File: src/rtl/cla_seq_alu.sv
// Nibble-serial 32-bit add/subtract: one 4-bit carry-lookahead slice is reused
// across the operand, one nibble per clock, with a start/done handshake.

module cla_add (
  input  logic [3:0] i_a,
  input  logic [3:0] i_b,
  input  logic       i_cin,
  output logic [3:0] o_sum,
  output logic       o_cout
);
  logic [3:0] w_g;
  logic [3:0] w_p;
  logic       w_c1;
  logic       w_c2;
  logic       w_c3;

  assign w_g = i_a & i_b;
  assign w_p = i_a ^ i_b;

  // Every carry is expanded from i_cin, so no carry waits on a lower one.
  assign w_c1   = w_g[0] | (w_p[0] & i_cin);
  assign w_c2   = w_g[1] | (w_p[1] & w_g[0]) | (w_p[1] & w_p[0] & i_cin);
  assign w_c3   = w_g[2] | (w_p[2] & w_g[1]) | (w_p[2] & w_p[1] & w_g[0])
                | (w_p[2] & w_p[1] & w_p[0] & i_cin);
  assign o_cout = w_g[3] | (w_p[3] & w_g[2]) | (w_p[3] & w_p[2] & w_g[1])
                | (w_p[3] & w_p[2] & w_p[1] & w_g[0])
                | (w_p[3] & w_p[2] & w_p[1] & w_p[0] & i_cin);

  assign o_sum = w_p ^ {w_c3, w_c2, w_c1, i_cin};
endmodule

// state | meaning
// IDLE  | waiting for i_start; ready
// RUN   | one nibble per clock through the shared slice
// FIN   | o_done pulse; i_start accepted for a back-to-back operation
module cla_seq_alu #(
  parameter int WIDTH = 32
) (
  input  logic             i_clk,
  input  logic             i_rst_n,
  input  logic             i_start,
  input  logic             i_op_sub,
  input  logic [WIDTH-1:0] i_opa,
  input  logic [WIDTH-1:0] i_opb,
  output logic             o_ready,
  output logic             o_busy,
  output logic             o_done,
  output logic [WIDTH-1:0] o_result,
  output logic             o_carry,
  output logic             o_ovf,
  output logic             o_zero
);
  localparam int N  = WIDTH / 4;
  localparam int IW = $clog2(N);

  localparam logic [1:0] S_IDLE = 2'd0;
  localparam logic [1:0] S_RUN  = 2'd1;
  localparam logic [1:0] S_FIN  = 2'd2;

  logic [1:0]       r_state;
  logic [WIDTH-1:0] r_a;
  logic [WIDTH-1:0] r_b;
  logic [WIDTH-1:0] r_acc;
  logic             r_cy;
  logic [IW-1:0]    r_idx;
  logic [WIDTH-1:0] r_result;
  logic             r_carry;
  logic             r_ovf;
  logic             r_zero;

  logic [3:0]       w_a_nib;
  logic [3:0]       w_b_nib;
  logic [3:0]       w_sum;
  logic             w_cout;
  logic             w_last;
  logic             w_accept;
  logic [WIDTH-1:0] w_acc_next;

  assign w_a_nib  = r_a[{r_idx, 2'b00} +: 4];
  assign w_b_nib  = r_b[{r_idx, 2'b00} +: 4];
  assign w_last   = (r_idx == IW'(N - 1));
  assign w_accept = i_start && (r_state != S_RUN);

  cla_add u_slice (
    .i_a    (w_a_nib),
    .i_b    (w_b_nib),
    .i_cin  (r_cy),
    .o_sum  (w_sum),
    .o_cout (w_cout)
  );

  // Accumulator as it will look after this edge; the final flags need the new top nibble.
  always_comb begin
    w_acc_next = r_acc;
    w_acc_next[{r_idx, 2'b00} +: 4] = w_sum;
  end

  always_ff @(posedge i_clk or negedge i_rst_n) begin
    if (!i_rst_n) begin
      r_state  <= S_IDLE;
      r_a      <= '0;
      r_b      <= '0;
      r_acc    <= '0;
      r_cy     <= 1'b0;
      r_idx    <= '0;
      r_result <= '0;
      r_carry  <= 1'b0;
      r_ovf    <= 1'b0;
      r_zero   <= 1'b0;
    end else begin
      case (r_state)
        S_IDLE, S_FIN: begin
          if (w_accept) begin
            r_a     <= i_opa;
            r_b     <= i_op_sub ? ~i_opb : i_opb;
            r_cy    <= i_op_sub;
            r_idx   <= '0;
            r_state <= S_RUN;
          end else begin
            r_state <= S_IDLE;
          end
        end
        S_RUN: begin
          r_acc <= w_acc_next;
          r_cy  <= w_cout;
          if (w_last) begin
            r_state  <= S_FIN;
            r_result <= w_acc_next;
            r_carry  <= w_cout;
            r_ovf    <= (r_a[WIDTH-1] == r_b[WIDTH-1]) &&
                        (w_acc_next[WIDTH-1] != r_a[WIDTH-1]);
            r_zero   <= (w_acc_next == '0);
          end else begin
            r_idx <= r_idx + 1'b1;
          end
        end
        default: r_state <= S_IDLE;
      endcase
    end
  end

  assign o_ready  = (r_state == S_IDLE) || (r_state == S_FIN);
  assign o_busy   = (r_state == S_RUN);
  assign o_done   = (r_state == S_FIN);
  assign o_result = r_result;
  assign o_carry  = r_carry;
  assign o_ovf    = r_ovf;
  assign o_zero   = r_zero;
endmodule
File: config.mk
export PLATFORM = sky130hd
export DESIGN_NAME = cla_seq_alu
export DESIGN_NICKNAME = d
export VERILOG_FILES = /design/src/rtl/cla_seq_alu.sv
export SDC_FILE = /design/constraint.sdc
export NUM_CORES = 1
export LEC_CHECK = 0
export ABC_CLOCK_PERIOD_IN_PS = 4410
export BUFFER_PORTS_ARGS = -buffer_cell sky130_fd_sc_hd__buf_2
export CAP_MARGIN = 15
export CORE_MARGIN = 10
export CORE_UTILIZATION = 55
export DETAILED_ROUTE_END_ITERATION = 7
export PLACE_DENSITY = 0.78
export REMOVE_ABC_BUFFERS = 1
export SETUP_SLACK_MARGIN = 0.15
export SLEW_MARGIN = 20
export SYNTH_ARGS = -nofsm -noshare
export SYNTH_HDL_FRONTEND = slang
export SYNTH_SLANG_ARGS = --single-unit
File: constraint.sdc
create_clock -name i_clk -period 4.41 [get_ports i_clk]
set_input_delay 0.441 -clock i_clk [delete_from_list [all_inputs] [get_ports i_clk]]
set_output_delay 0.441 -clock i_clk [all_outputs]
set_load 0.02 [all_outputs]
; ---- Word-level counts from Yosys, hierarchy flattened
; Index checks and enable logic that the tools add are counted.
[word_totals]
regBits = 137
input_bits = 68
out_inout_bits = 38
wordCells = 76
[op_classes]
addsub = 2
n_eq_ne = 9
n_shift = 4
mux = 10
n_bitwise = 30
n_reduce_logical = 11
[ops]
columns = operator, n
row1 = indexed part select 32 x 6 -> 4 bit, 2
row2 = bitwise mux 32 bit, 1
row3 = logical NOT 32 bit, 1
row4 = two-way mux 32 bit, 1
row5 = NOT 32 bit, 1
row6 = "variable shift 4 x 7 -> 32 bit, first input constant", 1
row7 = indexed part select 4 x 7 -> 32 bit, 1
row8 = bitwise AND 1 bit, 16
row9 = OR 1 bit, 10
row10 = bitwise XOR 4 bit, 2
row11 = negator 5 -> 7 bit, 1
row12 = two-way mux 3 bit, 2
row13 = case mux 3 bit (2 select lines), 1
row14 = AND reduction 2 bit, 3
row15 = bitwise AND 4 bit, 1
row16 = "inequality test 2 x 1 -> 1 bit, second input constant", 2
row17 = "inequality test 2 bit, second input constant", 2
row18 = case mux 2 bit (2 select lines), 1
row19 = "adder 3 x 1 -> 3 bit, second input constant", 1
row20 = "== test 3 bit, second input constant", 1
row21 = AND reduction 3 bit, 1
row22 = "== test 2 x 1 -> 1 bit, second input constant", 1
row23 = "== test 2 bit, second input constant", 1
row24 = logical AND 1 bit, 2
row25 = 9 further kinds, 10

; ---- Longest topological paths before layout
[depth]
depth_word = 11
mapped_depth = 14

; ---- By module
; From an unflattened synthesis, not the netlist that was laid out.
[hier_totals]
hier_cells = 684
hier_area_um2 = 6811.5
[by_module_without_submodules]
columns = module, n_inst, cells_each, area_each_um2
row1 = cla_seq_alu, 1, 667, 6663.9
row2 = cla_add, 1, 17, 147.6

; ---- Least setup slack after synthesis
; No wires, ideal clock.
[synth_timing]
path_type = register to register
from = register r_idx[0]
to = register r_zero (netlist: o_zero)
t_arrival_ns = 3.634
required_ns = 4.315
slack_ns = 0.681
path_stages_with_launch = 15
path_buffers = 4
path_cell_list = dfrtp_1 -> buf_6 -> buf_2 -> buf_2 -> mux4_2 -> nand2_1 -> nand2_1 -> ha_1 -> or3_1 -> o21ai_0 -> a221o_1 -> clkbuf_1 -> a21oi_1 -> or4_1 -> o31ai_1
[synth_between]
elab_chain_cells = 10
word_cells_on_any_way = 27
classes_between = add/sub (1) / eq/ne (1) / shift (4) / mux (1) / bitwise (18) / reduce/logical (2)
[synth_lines]
columns = item, line
row1 = "start, declared", 65  ; logic [IW-1:0] r_idx;
row2 = "start signal, assigned", 134  ; r_idx <= r_idx + 1'b1;
row3 = indexed part select 32 x 6 -> 4 bit (on tied branches), "79, 80"
row4 = bitwise XOR 4 bit or bitwise AND 4 bit (tied branches), "18, 17"
row5 = bitwise AND 1 bit (on tied branches), "23, 24"
row6 = OR 1 bit (tied with other cells), 23  ; assign w_c3 = w_g[2] | (w_p[2] & w_g[1]) | (w_p[2] & w_p[1] & w_g[0])
row7 = OR 1 bit or bitwise AND 1 bit (tied branches), "23, 24"
row8 = OR 1 bit, 24  ; | (w_p[2] & w_p[1] & w_p[0] & i_cin);
row9 = bitwise XOR 4 bit, 29  ; assign o_sum = w_p ^ {w_c3, w_c2, w_c1, i_cin};
row10 = indexed part select 4 x 7 -> 32 bit, 95  ; w_acc_next[{r_idx, 2'b00} +: 4] = w_sum;
row11 = bitwise mux 32 bit, 95
row12 = logical NOT 32 bit, 132  ; r_zero <= (w_acc_next == '0);
row13 = "end signal, assigned", 132
row14 = "end, declared", 69  ; logic r_zero;
; Several ways; a longest one is shown, not always the timed one.
; A chain may end at the register's enable or synchronous reset.

; ---- Worst setup path after layout
[layout_timing]
from = register r_idx[1]
to = register r_zero (netlist: o_zero)
; Same word-level chain as after synthesis.

==> impl_metrics.prom <==
# TYPE chip_impl_metric gauge
chip_impl_info{name="yosys-top-cells-area",value="sky130_fd_sc_hd__dfrtp_1 (50%), sky130_fd_sc_hd__mux2_2 (8.7%), sky130_fd_sc_hd__nand2_1 (6.7%)"} 1
chip_impl_metric{name="chipHeight",unit="um"} 131
chip_impl_info{name="timing_worst_setup_path_type",value="register to register"} 1
chip_impl_info{name="path_delay_family",value="compound AO/OA/AOI/OAI gates"} 1
chip_impl_metric{name="count_of_distinct_cell_types_in_the_synthesized_netlist",unit=""} 53
chip_impl_metric{name="power.clock.fraction",unit="%"} 19.3
chip_impl_info{name="post-synth-top-count-cell",value="sky130_fd_sc_hd__dfrtp_1"} 1
chip_impl_metric{name="route.detailed.vias_per_inst",unit=""} 5.56
chip_impl_metric{name="dp.final_hpwl",unit="um"} 11900
chip_impl_metric{name="detail_route.wl_per_cell",unit="um"} 17.6
chip_impl_metric{name="pwr_density_cell",unit="nW/um^2"} 873
chip_impl_metric{name="worst_setup_hold_path_clk_slew",unit="ns"} 0.06
chip_impl_metric{name="critPathMaxFanout",unit=""} 17
chip_impl_metric{name="timing.critical_path.arrival",unit="ns"} 4.06
chip_impl_info{name="unrepaired_setup_endpoints_after_global_routing",value="no"} 1
chip_impl_info{name="run_status",value="finished with violations"} 1
chip_impl_metric{name="clkSinkCount",unit=""} 137
chip_impl_metric{name="p_int",unit="mW"} 4.04
chip_impl_info{name="clock_tree_from_tritoncts",value="yes"} 1
chip_impl_metric{name="synth_area",unit="um^2"} 6830
chip_impl_metric{name="slew-limit-headroom",unit="%"} 27.1
chip_impl_metric{name="report.final.setup_viol",unit=""} 0
chip_impl_metric{name="grt_first_pass_wirelength",unit="um"} 27300
chip_impl_metric{name="post_synth.cell_area_avg",unit="um^2"} 10.5
chip_impl_metric{name="synth_top_cell_area_share",unit="%"} 50.2
chip_impl_metric{name="maxCapViolations",unit=""} 0
chip_impl_metric{name="worst_pin_slew",unit="ns"} 1.08
chip_impl_metric{name="die_area",unit="um^2"} 17300
chip_impl_metric{name="post_synth_inst_count",unit=""} 653
chip_impl_metric{name="fp.dieW",unit="um"} 131
chip_impl_metric{name="post_cts_buffers",unit=""} 0
chip_impl_metric{name="grt_use_total",unit="%"} 19.2
chip_impl_metric{name="nets_finish",unit=""} 826
chip_impl_metric{name="path_buf_inv",unit=""} 0
chip_impl_metric{name="skew",unit="ns"} 0.0114
chip_impl_info{name="most_used_dff_post_synth",value="sky130_fd_sc_hd__dfrtp_1"} 1
chip_impl_metric{name="combinationalPowerShare",unit="%"} 49.8
chip_impl_metric{name="dr_total_vias",unit=""} 5153
chip_impl_metric{name="switching_power",unit="mW"} 2.99
chip_impl_metric{name="drive_above_1_share",unit="%"} 29.0
chip_impl_info{name="ys_top_cells_by_count",value="sky130_fd_sc_hd__dfrtp_1 (137), sky130_fd_sc_hd__nand2_1 (122), sky130_fd_sc_hd__o21ai_0 (86)"} 1
chip_impl_metric{name="std_cell_rows",unit=""} 40
chip_impl_metric{name="fin_setup_tns",unit="ns"} 0
chip_impl_metric{name="post-place-ws",unit="ns"} 0.671
chip_impl_metric{name="placement.io_buffers",unit=""} 105
chip_impl_metric{name="core_area",unit="um^2"} 12100
chip_impl_metric{name="grt_overflow",unit=""} 0
chip_impl_metric{name="top_level_ports",unit=""} 106
chip_impl_metric{name="finalWorstSetupSlack",unit="ns"} 0.676
chip_impl_info{name="hold_path_class",value="input port to async pin"} 1
chip_impl_metric{name="area_delta_synth_final",unit="%"} 17.9
chip_impl_info{name="synth_top_area_cell",value="sky130_fd_sc_hd__dfrtp_1"} 1
chip_impl_info{name="critPathLaunchType",value="register"} 1
chip_impl_metric{name="maximum_ir_drop_on_the_vdd_rail",unit="uV"} 509
chip_impl_metric{name="crit_required",unit="ns"} 4.74
chip_impl_metric{name="synth_async_sr_flop_share",unit="%"} 100
chip_impl_metric{name="globalplace.congestion",unit=""} 0.926
chip_impl_info{name="critical-path-slowest-cell",value="sky130_fd_sc_hd__dfrtp_1"} 1
chip_impl_metric{name="antenna_found_initial",unit=""} 0
chip_impl_metric{name="final_cell_count_no_fill",unit=""} 926
chip_impl_metric{name="synth-seq-area-share",unit="%"} 50.2
chip_impl_metric{name="drt_first_iter_violations",unit=""} 371
chip_impl_metric{name="routed_wirelength",unit="um"} 16300
chip_impl_metric{name="achievable-frequency",unit="MHz"} 268
chip_impl_metric{name="hold_buffers",unit=""} 0
chip_impl_metric{name="finalHoldWorstSlack",unit="ns"} -0.0000304
chip_impl_metric{name="hold_viol",unit=""} 1
chip_impl_metric{name="power.share.switching",unit="%"} 42.5
chip_impl_metric{name="via_count_of_the_first_global_routing_pass",unit=""} 5500
chip_impl_metric{name="report.final.slew_viol_count",unit=""} 0
chip_impl_metric{name="clock_path_buffers",unit=""} 2
chip_impl_info{name="cts-root-buf",value="sky130_fd_sc_hd__clkbuf_16"} 1
chip_impl_metric{name="finalCriticalPeriod",unit="ns"} 3.73
chip_impl_metric{name="route.antenna.remaining_nets",unit=""} 0
chip_impl_metric{name="cellLeakagePower",unit="nW"} 3.77
chip_impl_metric{name="yosys_register_bits",unit=""} 137
chip_impl_metric{name="htree_levels",unit=""} 4
chip_impl_metric{name="synth_enable_flop_cells",unit=""} 0
chip_impl_info{name="failed_checks",value="hold timing"} 1
chip_impl_metric{name="grt_max_degree",unit=""} 61
chip_impl_metric{name="slowest_stage_delay_cp",unit="ns"} 0.79
chip_impl_metric{name="place.detailed.instances",unit=""} 894
chip_impl_metric{name="count_of_filler_cells_inserted_in_the_layout",unit=""} 932
chip_impl_metric{name="detail_route.first_pass.iterations",unit=""} 4
chip_impl_metric{name="start_util",unit="%"} 56.6
chip_impl_metric{name="cts.repair.resized",unit=""} 0
chip_impl_info{name="timing.critical_path.cells",value="mux4_2 > nand2_1 > nand2_1 > ha_1 > a21o_1 > a21oi_1 > a221o_1 > o31ai_1 > or4_1 > o31ai_1"} 1
chip_impl_info{name="end_kind",value="register"} 1
chip_impl_metric{name="ys.warnings.count",unit=""} 0
chip_impl_metric{name="drc",unit=""} 0
chip_impl_metric{name="antennaDiodeCount",unit=""} 0
chip_impl_metric{name="clk-insertion-delay-late",unit="ns"} 0.42
chip_impl_metric{name="p_seq_share",unit="%"} 30.9
chip_impl_metric{name="min_period_over_period",unit="%"} 84.7
chip_impl_metric{name="cts-buffers-inserted",unit=""} 17
logic make-up after synthesis:
family,count (synthesis),synth area share [%]
adder cells (fa/ha/maj),13,2.49
buffers and inverters,51,3.08
multiplexers,81,15.8
AO/OA/AOI/OAI,137,11.5
XOR/XNOR,35,4.49
AND/OR/NAND/NOR,199,12.5
flip-flops,137,50.2
sequential cells by signal, summed over array words and instances (netlist names):
register  count
r_idx         3
r_acc        32
r_cy          1
o_zero        1
o_result     32
o_ovf         1
o_carry       1
r_b          32
r_a          32
r_state       2
metrics by stage:
stage / power [mW] / instance area, um^2 / util [%]
floorplan: 4.48 / 6640 / -
global placement: 5.49 / 7470 / 62.0
detailed placement: 5.67 / 7470 / 62.0
CTS: 7.05 / 8050 / 66.7
global route: 7.53 / 8050 / 66.8
finish: 7.03 / 8050 / 66.8
cells in the final DEF (no fill, tap or decap), types with 2 or more instances in the layout:
cell type / n
sky130_fd_sc_hd__dfrtp_1: 137
sky130_fd_sc_hd__nand2_1: 121
sky130_fd_sc_hd__buf_2: 104
sky130_fd_sc_hd__o21ai_0: 86
sky130_fd_sc_hd__mux2_2: 53
sky130_fd_sc_hd__xnor2_1: 34
sky130_fd_sc_hd__nor2_1: 32
sky130_fd_sc_hd__a21oi_1: 20
sky130_fd_sc_hd__clkbuf_16: 17
sky130_fd_sc_hd__mux4_2: 16
sky130_fd_sc_hd__buf_4: 13
sky130_fd_sc_hd__mux2i_1: 12
sky130_fd_sc_hd__ha_1: 12
sky130_fd_sc_hd__nor3_1: 11
sky130_fd_sc_hd__o31ai_1: 8
sky130_fd_sc_hd__nand3_1: 6
sky130_fd_sc_hd__or3_1: 5
sky130_fd_sc_hd__clkbuf_8: 5
sky130_fd_sc_hd__inv_1: 4
sky130_fd_sc_hd__nor2b_1: 4
sky130_fd_sc_hd__clkinv_2: 4
sky130_fd_sc_hd__clkinv_1: 3
sky130_fd_sc_hd__and2_1: 3
sky130_fd_sc_hd__o31a_1: 3
sky130_fd_sc_hd__clkbuf_1: 3
sky130_fd_sc_hd__nand2b_1: 2
sky130_fd_sc_hd__a21o_1: 2
sky130_fd_sc_hd__o21a_1: 2
sky130_fd_sc_hd__and3_1: 2
sky130_fd_sc_hd__nand3b_1: 2
sky130_fd_sc_hd__nor3b_1: 2
sky130_fd_sc_hd__nor4_1: 2
sky130_fd_sc_hd__clkinvlp_4: 2
final timing paths:
kind | depth (start not counted) | from | endpoint | slack, ns
hold / removal | 1 | i_rst_n | o_result[17] | -0.00003
min in group i_clk | 2 | i_opa[20] | r_a[20] | 0.24
setup / recovery | 10 | r_idx[1] | o_zero | 0.68
setup reg to reg | 10 | r_idx[1] | o_zero | 0.68
hold reg to reg | 2 | o_result[29] | o_result[29] | 0.47
max in group asynchronous | 2 | i_rst_n | r_b[7] | 3.36
layer usage:
metal	vias up	GRT usage, %	part of all wire (%)
met5	-	0	0
met4	0	6.61	1.9
met3	28	6.14	5.6
met2	141	31.2	49
met1	2532	23.5	44
li1	2452	-	-
cell type report:
cell class	count	area [um^2]	area share, %
clock buffer	25	505	6.28
clock inverter	7	65.1	0.808
inverter	7	26.3	0.326
multi-input combinational	465	3200	39.7
sequential	137	3430	42.6
tap	168	210	2.61
timing repair buffer	117	618	7.68
worst register-to-register path, delay by kind of cell (launching register included):
kind | cells | cell delay, ns
AOI/OAI and AO/OA | 5 | 1.35
adders and majority gates | 1 | 0.35
DFF | 1 | 0.79
muxes | 1 | 0.42
and+or+nand+nor | 3 | 0.74
power by group through the flow:
stage	clock network [mW]	logic (mW)	registers (mW)
4_1_cts	1.38	3.50	2.17
5_1_grt	1.43	3.87	2.24
3_3_place_gp	0	3.33	2.16
2_1_floorplan	0	2.22	2.26
3_5_place_dp	0	3.48	2.19
6_report	1.36	3.50	2.18
(Power assumes the default switching activity.)
